### src/rtl/pc_sequencer.sv
// pc_sequencer: program counter sequencer for the program 2 core.
// Owns the PC, forwards the decoded branch field to the branch-target LUT,
// and loads the LUT target on taken branches. Implements the bench
// start/done handshake: arm on Start, run when Start falls, and stop on
// halt, on a bad branch index, or when the PC would overflow.
module pc_sequencer #(
   parameter int            PC_W     = 10,
   parameter int            IDX_W    = 8,
   parameter int            NUM_TGT  = 9,
   parameter logic [PC_W-1:0] START_PC = '0,
   parameter int            CNT_W    = 16
) (
   input  logic             Clk,
   input  logic             Reset,
   input  logic             Start,
   input  logic             Stall,
   input  logic             Halt,
   input  logic             BrTaken,
   input  logic [IDX_W-1:0] BrIdx,
   output logic [IDX_W-1:0] LutAddr,
   input  logic [PC_W-1:0]  LutTarget,
   output logic [PC_W-1:0]  PC,
   output logic             Busy,
   output logic             Done,
   output logic             Err,
   output logic [CNT_W-1:0] InstrCnt
);

   typedef enum logic [1:0] {
      IDLE  = 2'd0,
      ARMED = 2'd1,
      RUN   = 2'd2,
      DONE  = 2'd3
   } state_t;

   localparam logic [PC_W-1:0]  PC_MAX      = '1;
   localparam logic [CNT_W-1:0] CNT_MAX     = '1;
   // One extra bit so NUM_TGT == 2**IDX_W still compares correctly.
   localparam logic [IDX_W:0]   NUM_TGT_EXT = (IDX_W+1)'(NUM_TGT);

   state_t           state;
   logic             idx_ok;
   logic [CNT_W-1:0] cnt_inc;

   // The LUT is indexed straight from the decoded field, no register.
   assign LutAddr = BrIdx;

   // Branch index is only legal below the number of populated LUT entries.
   assign idx_ok  = ({1'b0, BrIdx} < NUM_TGT_EXT);

   // Retired-instruction counter sticks at all-ones instead of wrapping.
   assign cnt_inc = (InstrCnt == CNT_MAX) ? InstrCnt : InstrCnt + CNT_W'(1);

   // Sequencer FSM with all status outputs registered alongside the state.
   always_ff @(posedge Clk or posedge Reset) begin
      if (Reset) begin
         state    <= IDLE;
         PC       <= START_PC;
         Busy     <= 1'b0;
         Done     <= 1'b0;
         Err      <= 1'b0;
         InstrCnt <= '0;
      end else begin
         case (state)
            IDLE: begin
               if (Start) begin
                  state    <= ARMED;
                  PC       <= START_PC;
                  InstrCnt <= '0;
                  Err      <= 1'b0;
                  Done     <= 1'b0;
               end
            end

            ARMED: begin
               // Run begins on the falling edge of the Start level.
               if (!Start) begin
                  state <= RUN;
                  Busy  <= 1'b1;
               end
            end

            RUN: begin
               if (Start) begin
                  // Restart mid-run: re-arm from the start address.
                  state    <= ARMED;
                  Busy     <= 1'b0;
                  PC       <= START_PC;
                  InstrCnt <= '0;
                  Err      <= 1'b0;
               end else if (Stall) begin
                  // Nothing retires; Halt/BrTaken are re-presented later.
               end else if (Halt) begin
                  state    <= DONE;
                  Busy     <= 1'b0;
                  Done     <= 1'b1;
                  InstrCnt <= cnt_inc;
               end else if (BrTaken && idx_ok) begin
                  PC       <= LutTarget;
                  InstrCnt <= cnt_inc;
               end else if (BrTaken) begin
                  state    <= DONE;
                  Busy     <= 1'b0;
                  Done     <= 1'b1;
                  Err      <= 1'b1;
                  InstrCnt <= cnt_inc;
               end else if (PC == PC_MAX) begin
                  // Falling off the end of program space stops the run.
                  state    <= DONE;
                  Busy     <= 1'b0;
                  Done     <= 1'b1;
                  InstrCnt <= cnt_inc;
               end else begin
                  PC       <= PC + PC_W'(1);
                  InstrCnt <= cnt_inc;
               end
            end

            DONE: begin
               if (Start) begin
                  state    <= ARMED;
                  Done     <= 1'b0;
                  PC       <= START_PC;
                  InstrCnt <= '0;
                  Err      <= 1'b0;
               end
            end

            default: begin
               state <= IDLE;
               Busy  <= 1'b0;
               Done  <= 1'b0;
            end
         endcase
      end
   end

endmodule
### config.mk
export PLATFORM = sky130hd
export DESIGN_NAME = pc_sequencer
export DESIGN_NICKNAME = d
export VERILOG_FILES = /design/src/rtl/pc_sequencer.sv
export SDC_FILE = /design/constraint.sdc
export NUM_CORES = 1
export LEC_CHECK = 0
export ABC_AREA = 1
export CAP_MARGIN = 20
export CORE_ASPECT_RATIO = 0.75
export CORE_MARGIN = 2
export CORE_UTILIZATION = 45
export CTS_CLUSTER_DIAMETER = 80
export DETAILED_ROUTE_END_ITERATION = 12
export GPL_TIMING_DRIVEN = 0
export PLACE_DENSITY = 0.76
export SLEW_MARGIN = 25
export SYNTH_ARGS = -nofsm -noshare
export SYNTH_HDL_FRONTEND = slang
export SYNTH_SLANG_ARGS = --single-unit
### constraint.sdc
create_clock -name Clk -period 1.85 [get_ports Clk]
set_input_delay 0.185 -clock Clk [delete_from_list [all_inputs] [get_ports Clk]]
set_output_delay 0.185 -clock Clk [all_outputs]
set_load 0.02 [all_outputs]
### After elaboration in Yosys (flattened, before gate mapping)

Index checks and enable logic that the tools add are counted.

* register bits after elaboration: 31
* input port bits: 24
* output and inout port bits: 37

* add/subtract/negate cells: 2
* magnitude comparators: 1
* equal/unequal tests: 20
* multiplexer cells: 44
* reduce and logical (&&, ||, !) cells: 11

Operators by type and width (count)
* $mux 10: 7
* $mux 16: 4
* $pmux 16 s2: 1
* $pmux 10 s2: 1
* $mux 1: 19
* $ne 3x3->1 const B: 6
* $reduce_and 6->1: 3
* $add 16x1->16 const B: 1
* $eq 16x16->1 const B: 1
* $mux 2: 8
* $ne 4x4->1 const B: 4
* $add 10x1->10 const B: 1
* $eq 10x10->1 const B: 1
* $reduce_and 5->1: 2
* $lt 8x4->1 const B: 1
* $ne 2x2->1 const B: 3
* $pmux 1 s2: 3
* $pmux 2 s3: 1
* $ne 5x5->1 const B: 1
* $eq 2x2->1 const B: 2
* $reduce_and 4->1: 1
* $reduce_bool 2->1: 2
* $eq 2x1->1 const B: 1
* $logic_not 2->1: 1
* other kinds (3): 3

### Logic depth before layout (Yosys ltp)

* word-level depth: 8
* mapped depth: 12

### Worst setup path after synthesis

OpenSTA, ideal clock, no wires.

* path kind: reg2reg
* start point: register InstrCnt[0]
* end point: register InstrCnt[11]
* setup time: 117 ps
* data arrival time: 1672 ps
* data required time: 1733 ps
* slack: 61 ps
* cell stages (with the launch flop): 12
* buffers on the path: 1
* cell sequence: dfrtp_1 ha_1 nand3_2 nor2_4 nand2_2 nor2_4 nand2_4 nand2_8 inv_4 buf_6 nand3_2 nand2_1

* longest elaborated chain between the ends: 5
* elaborated cells on any way between the ends: 8

RTL lines
* start: declaration: line 26 `output logic [CNT_W-1:0] InstrCnt`
* start signal: assignment: line 97 `InstrCnt <= cnt_inc;`
* start signal: assignment: line 100 `InstrCnt <= cnt_inc;`
* start signal: assignment: line 106 `InstrCnt <= cnt_inc;`
* $add 16x1->16: line 52 `assign cnt_inc = (InstrCnt == CNT_MAX) ? InstrCnt : InstrCnt + CNT_W'(1);`
* $mux 16: line 52
* $mux 16: line 91 `end else if (Stall) begin`
* $mux 16: line 84 `if (Start) begin`
* $pmux 16 s2: line 64 `case (state)`

Several ways; a longest one is shown, not always the timed one. The select of a mux whose other input is x is not followed.
A chain may end at the register's enable or synchronous reset.

### Final worst setup path

* start point: register state[1]
* end point: register InstrCnt[7]

* longest elaborated chain between the ends: 4
* elaborated cells on any way between the ends: 10

RTL lines
* start: declaration: line 41 `state_t state;`
* start signal: assignment: line 57 `state <= IDLE;`
* start signal: assignment: line 67 `state <= ARMED;`
* start signal: assignment: line 78 `state <= RUN;`
* $eq 2x2->1 or $logic_not 2->1 (tied branches): line 64
* $reduce_or 2->1 (no source line)
* $ne 2x1->1 (no source line) or $reduce_bool 2->1 (tied branches)
* $reduce_and 4->1 (no source line)

Several ways; a longest one is shown, not always the timed one.

==> summary.md <==
| Metric | Value |
|---|---|
| DP Wirelength | 4580 um |
| Commonest cells post-synth | nand2_1 (127), inv_1 (37), dfrtp_1 (31) |
| First-pass GRT wire length | 10000 um |
| Ys Warns | 0 |
| Total Routing Usage GR | 22.3% |
| Seq/Total Area, Yosys | 32.7% |
| Yosys top cell area share | 32.7% |
| CP Launch Type | flip-flop |
| Via count | 2483 |
| Register-to-register path setup slack | 110 ps |
| CTS Hold Bufs | 0 |
| Top area cells in the synthesized netlist | dfrtp_1 (33%), nand2_1 (20%), inv_1 (5.9%) |
| RD Place Congestion | 0.858 |
| Period utilization | 94.3% |
| Mapped Avg Cell Area | 6.83 sq um |
| Type of the worst setup path | flip-flop to flip-flop |
| Max_slew headroom | 55.5% |
| Synth area leader | dfrtp_1 |
| Vias/cell | 5.01 |
| Max Buffers Root-to-Sink | 2 |
| Ant. Diodes | 0 |
| Worst Min Path Start | Start |
| Final-report hold violation count | 0 |
| Placement Rows | 22 |
| R2r startpoint | state[1]$_DFFE_PP0P_ |
| I/O Buffers | 59 |
| Pleak | 1.54 nW |
| First drt pass iteration count | 5 |
| Worst-path clk slew | 70 ps |
| Max cap viols | 0 |
| Total global routing overflow | 0 |
| Worst-Margin Slew | 667 ps |
| Worst r2r path cells | 10 |
| Status | finished, final reports clean |
| Fmax | 0.573 GHz |
| I/O Pins | 61 |
| Die ar. | 5870 sq um |
| Cell Pwr Density | 1140 nW/um^2 |
| Worst-skew pair later-pin latency | 290 ps |
| Root Driver | clkbuf_8 |
| Clk_skew | 5.97 ps |
| Hold Path End | InstrCnt[3]$_DFFE_PP0P_ |
| Fin crit period | 1740 ps |
| Hold_ws | 281 ps |
| Design Area, Final | 3330 sq um |
| Cell area after synthesis | 2370 sq um |
| Initial antenna violation count | 0 |
| Area Growth Syn to Fin | 40.4% |
| Vias in the first global route | 2134 |
| EDFF count, synth | 0 |
| Hold path depth | 4 |
| Required @ worst endpoint | 2040 ps |
| Predominant post-synthesis flop cell | dfrtp_1 |
| WL/cell | 12.8 um |
| Crit Path Max Fanout | 10 |
| Post-synth ARST share | 100% |
| Share of cells above drive strength 1 | 17.9% |
| Core Util, Final | 66.8% |
| Initial DRC Count | 180 |
| Area of the multi-input gates | 1380 sq um |
| Crit. Startpoint | state[1]$_DFFE_PP0P_ |
| Core Box Area | 4980 sq um |
| Worst min-delay path class | input pin to flip-flop |
| FF-to-FF End | InstrCnt[7]$_DFFE_PP0P_ |
| CTS tree | done |
| Setup-failing EPs final | 0 |
| Count leader, synth | nand2_1 |
| Unrepaired setup endpoints after global routing | no |
| Die extent in y | 66.9 um |
| Dpl ws | -129 ps |
| Final nets | 452 |
| WL final | 6330 um |
| Overall die width | 87.8 um |
| Max rail drop VDD | 0.764 mV |
| Register area | 777 sq um |
| Crit end category | flip-flop |
| CP arrival | 1930 ps |
| Final Worst Setup Slack | 106 ps |
| Final TNS setup | 0 ps |
| H-tree Lvls | 2 |
| Clock sinks | 31 |
| DP Area | 3050 sq um |
| Initial cell density of the core | 47.6% |
| Slew Limit Fails | 0 |
| Yosys cell types | 31 |
| Final ANT Viol Nets | 0 |
| Syn Nets | 376 |
| Number of synthesized register bits | 31 |
| Largest net degree at the start of global routing | 32 |
| Fill count | 424 |
| Cts bufs inserted | 5 |
| Syn Inst Count | 347 |
| DRC viols | 0 |
==> per-stage QoR <==
step | power (mW) | instances
2_1_floorplan | 2.13 | 347
3_3_place_gp | 2.62 | 478
3_5_place_dp | 2.65 | 478
4_1_cts | 3.48 | 489
5_1_grt | 4.03 | 496
6_report | 3.79 | 496
==> where the power goes <==
part / total [mW] / switching, mW / internal, mW
Sequential: 0.856 / 0.0785 / 0.777
Combinational: 2.22 / 1.32 / 0.897
Clock: 0.719 / 0.283 / 0.436
==> layer usage <==
metal / wire length (um) / global-route usage (%) / part of all wire (%)
met1: 3090 / 31.8 / 49
met2: 2740 / 31.9 / 43
met4: 102 / 9.23 / 1.6
met5: 0 / 0 / 0
met3: 396 / 5.45 / 6.3
==> worst max-delay path by stage <==
stage	slack, ps	cells past startpoint	endpoint
after detailed placement	-130	10	PC[5]$_DFFE_PP0P_
final	110	10	InstrCnt[7]$_DFFE_PP0P_
after floorplan	60	11	InstrCnt[11]$_DFFE_PP0P_
after global placement	-90	10	PC[5]$_DFFE_PP0P_
after CTS	-10	11	InstrCnt[13]$_DFFE_PP0P_
after global routing	10	8	state[0]$_DFFE_PP0P_
==> cell usage in the layout (no fill, tap or decap), types with 2 or more instances in the layout <==
cell type / count
nand2_1: 126
clkdlybuf4s50_1: 59
inv_1: 35
dfrtp_1: 30
nor2_1: 25
nand3_1: 21
buf_4: 19
nand4_1: 13
nor2_4: 8
o21ai_0: 8
inv_2: 7
xor2_1: 7
nand3_2: 6
clkbuf_8: 6
nand2_2: 4
a21oi_1: 4
o21ai_1: 4
o21ai_2: 4
nor3_1: 4
nand2_4: 3
xnor2_1: 3
nor4_1: 3
inv_6: 2
nor3_2: 2
or2_2: 2
ha_2: 2
ha_1: 2
==> what timing repair did <==
action | CTS | global route
resized for setup | 5 | 18
endpoints found under the setup margin | 24 | 28
gates cloned | 1 | 0
pin swaps | 2 | 2
hold endpoints to repair | 0 | 0
buffers inserted | 2 | 7
==> state kept, by name, indices dropped and copies added, names as in the netlist <==
name / cells
InstrCnt: 16
PC: 10
state: 2
Busy: 1
Done: 1
Err: 1
==> kinds of logic after synthesis <==
group | share of synthesized area, %
AOI/OAI and AO/OA | 5.44
xor gates and xnor gates | 3.69
adders and majority gates | 2.64
buffers and inverters | 11.7
DFF | 32.7
and+or+nand+nor | 43.8
==> area by class of cell <==
cell class | count | area share, %
flip-flops and latches | 31 | 23.3
repair buffers | 68 | 19.8
inverters | 44 | 5.26
well taps | 72 | 2.71
multi-input cells | 258 | 41.5
plain buffers | 15 | 3.91
clock buffers | 6 | 2.48
clock inverters | 2 | 1.05
==> critical path: stages (launching register included) <==
cell     delay (ps)
dfrtp_1         410
ha_4            280
buf_8           130
inv_6            70
nand2_4          90
nand2_4          70
nor2_4          190
nand2_8         100
buf_4           190
nand2_1          60
nand2_1          50
Note: power is estimated with default switching activity, not from simulation.
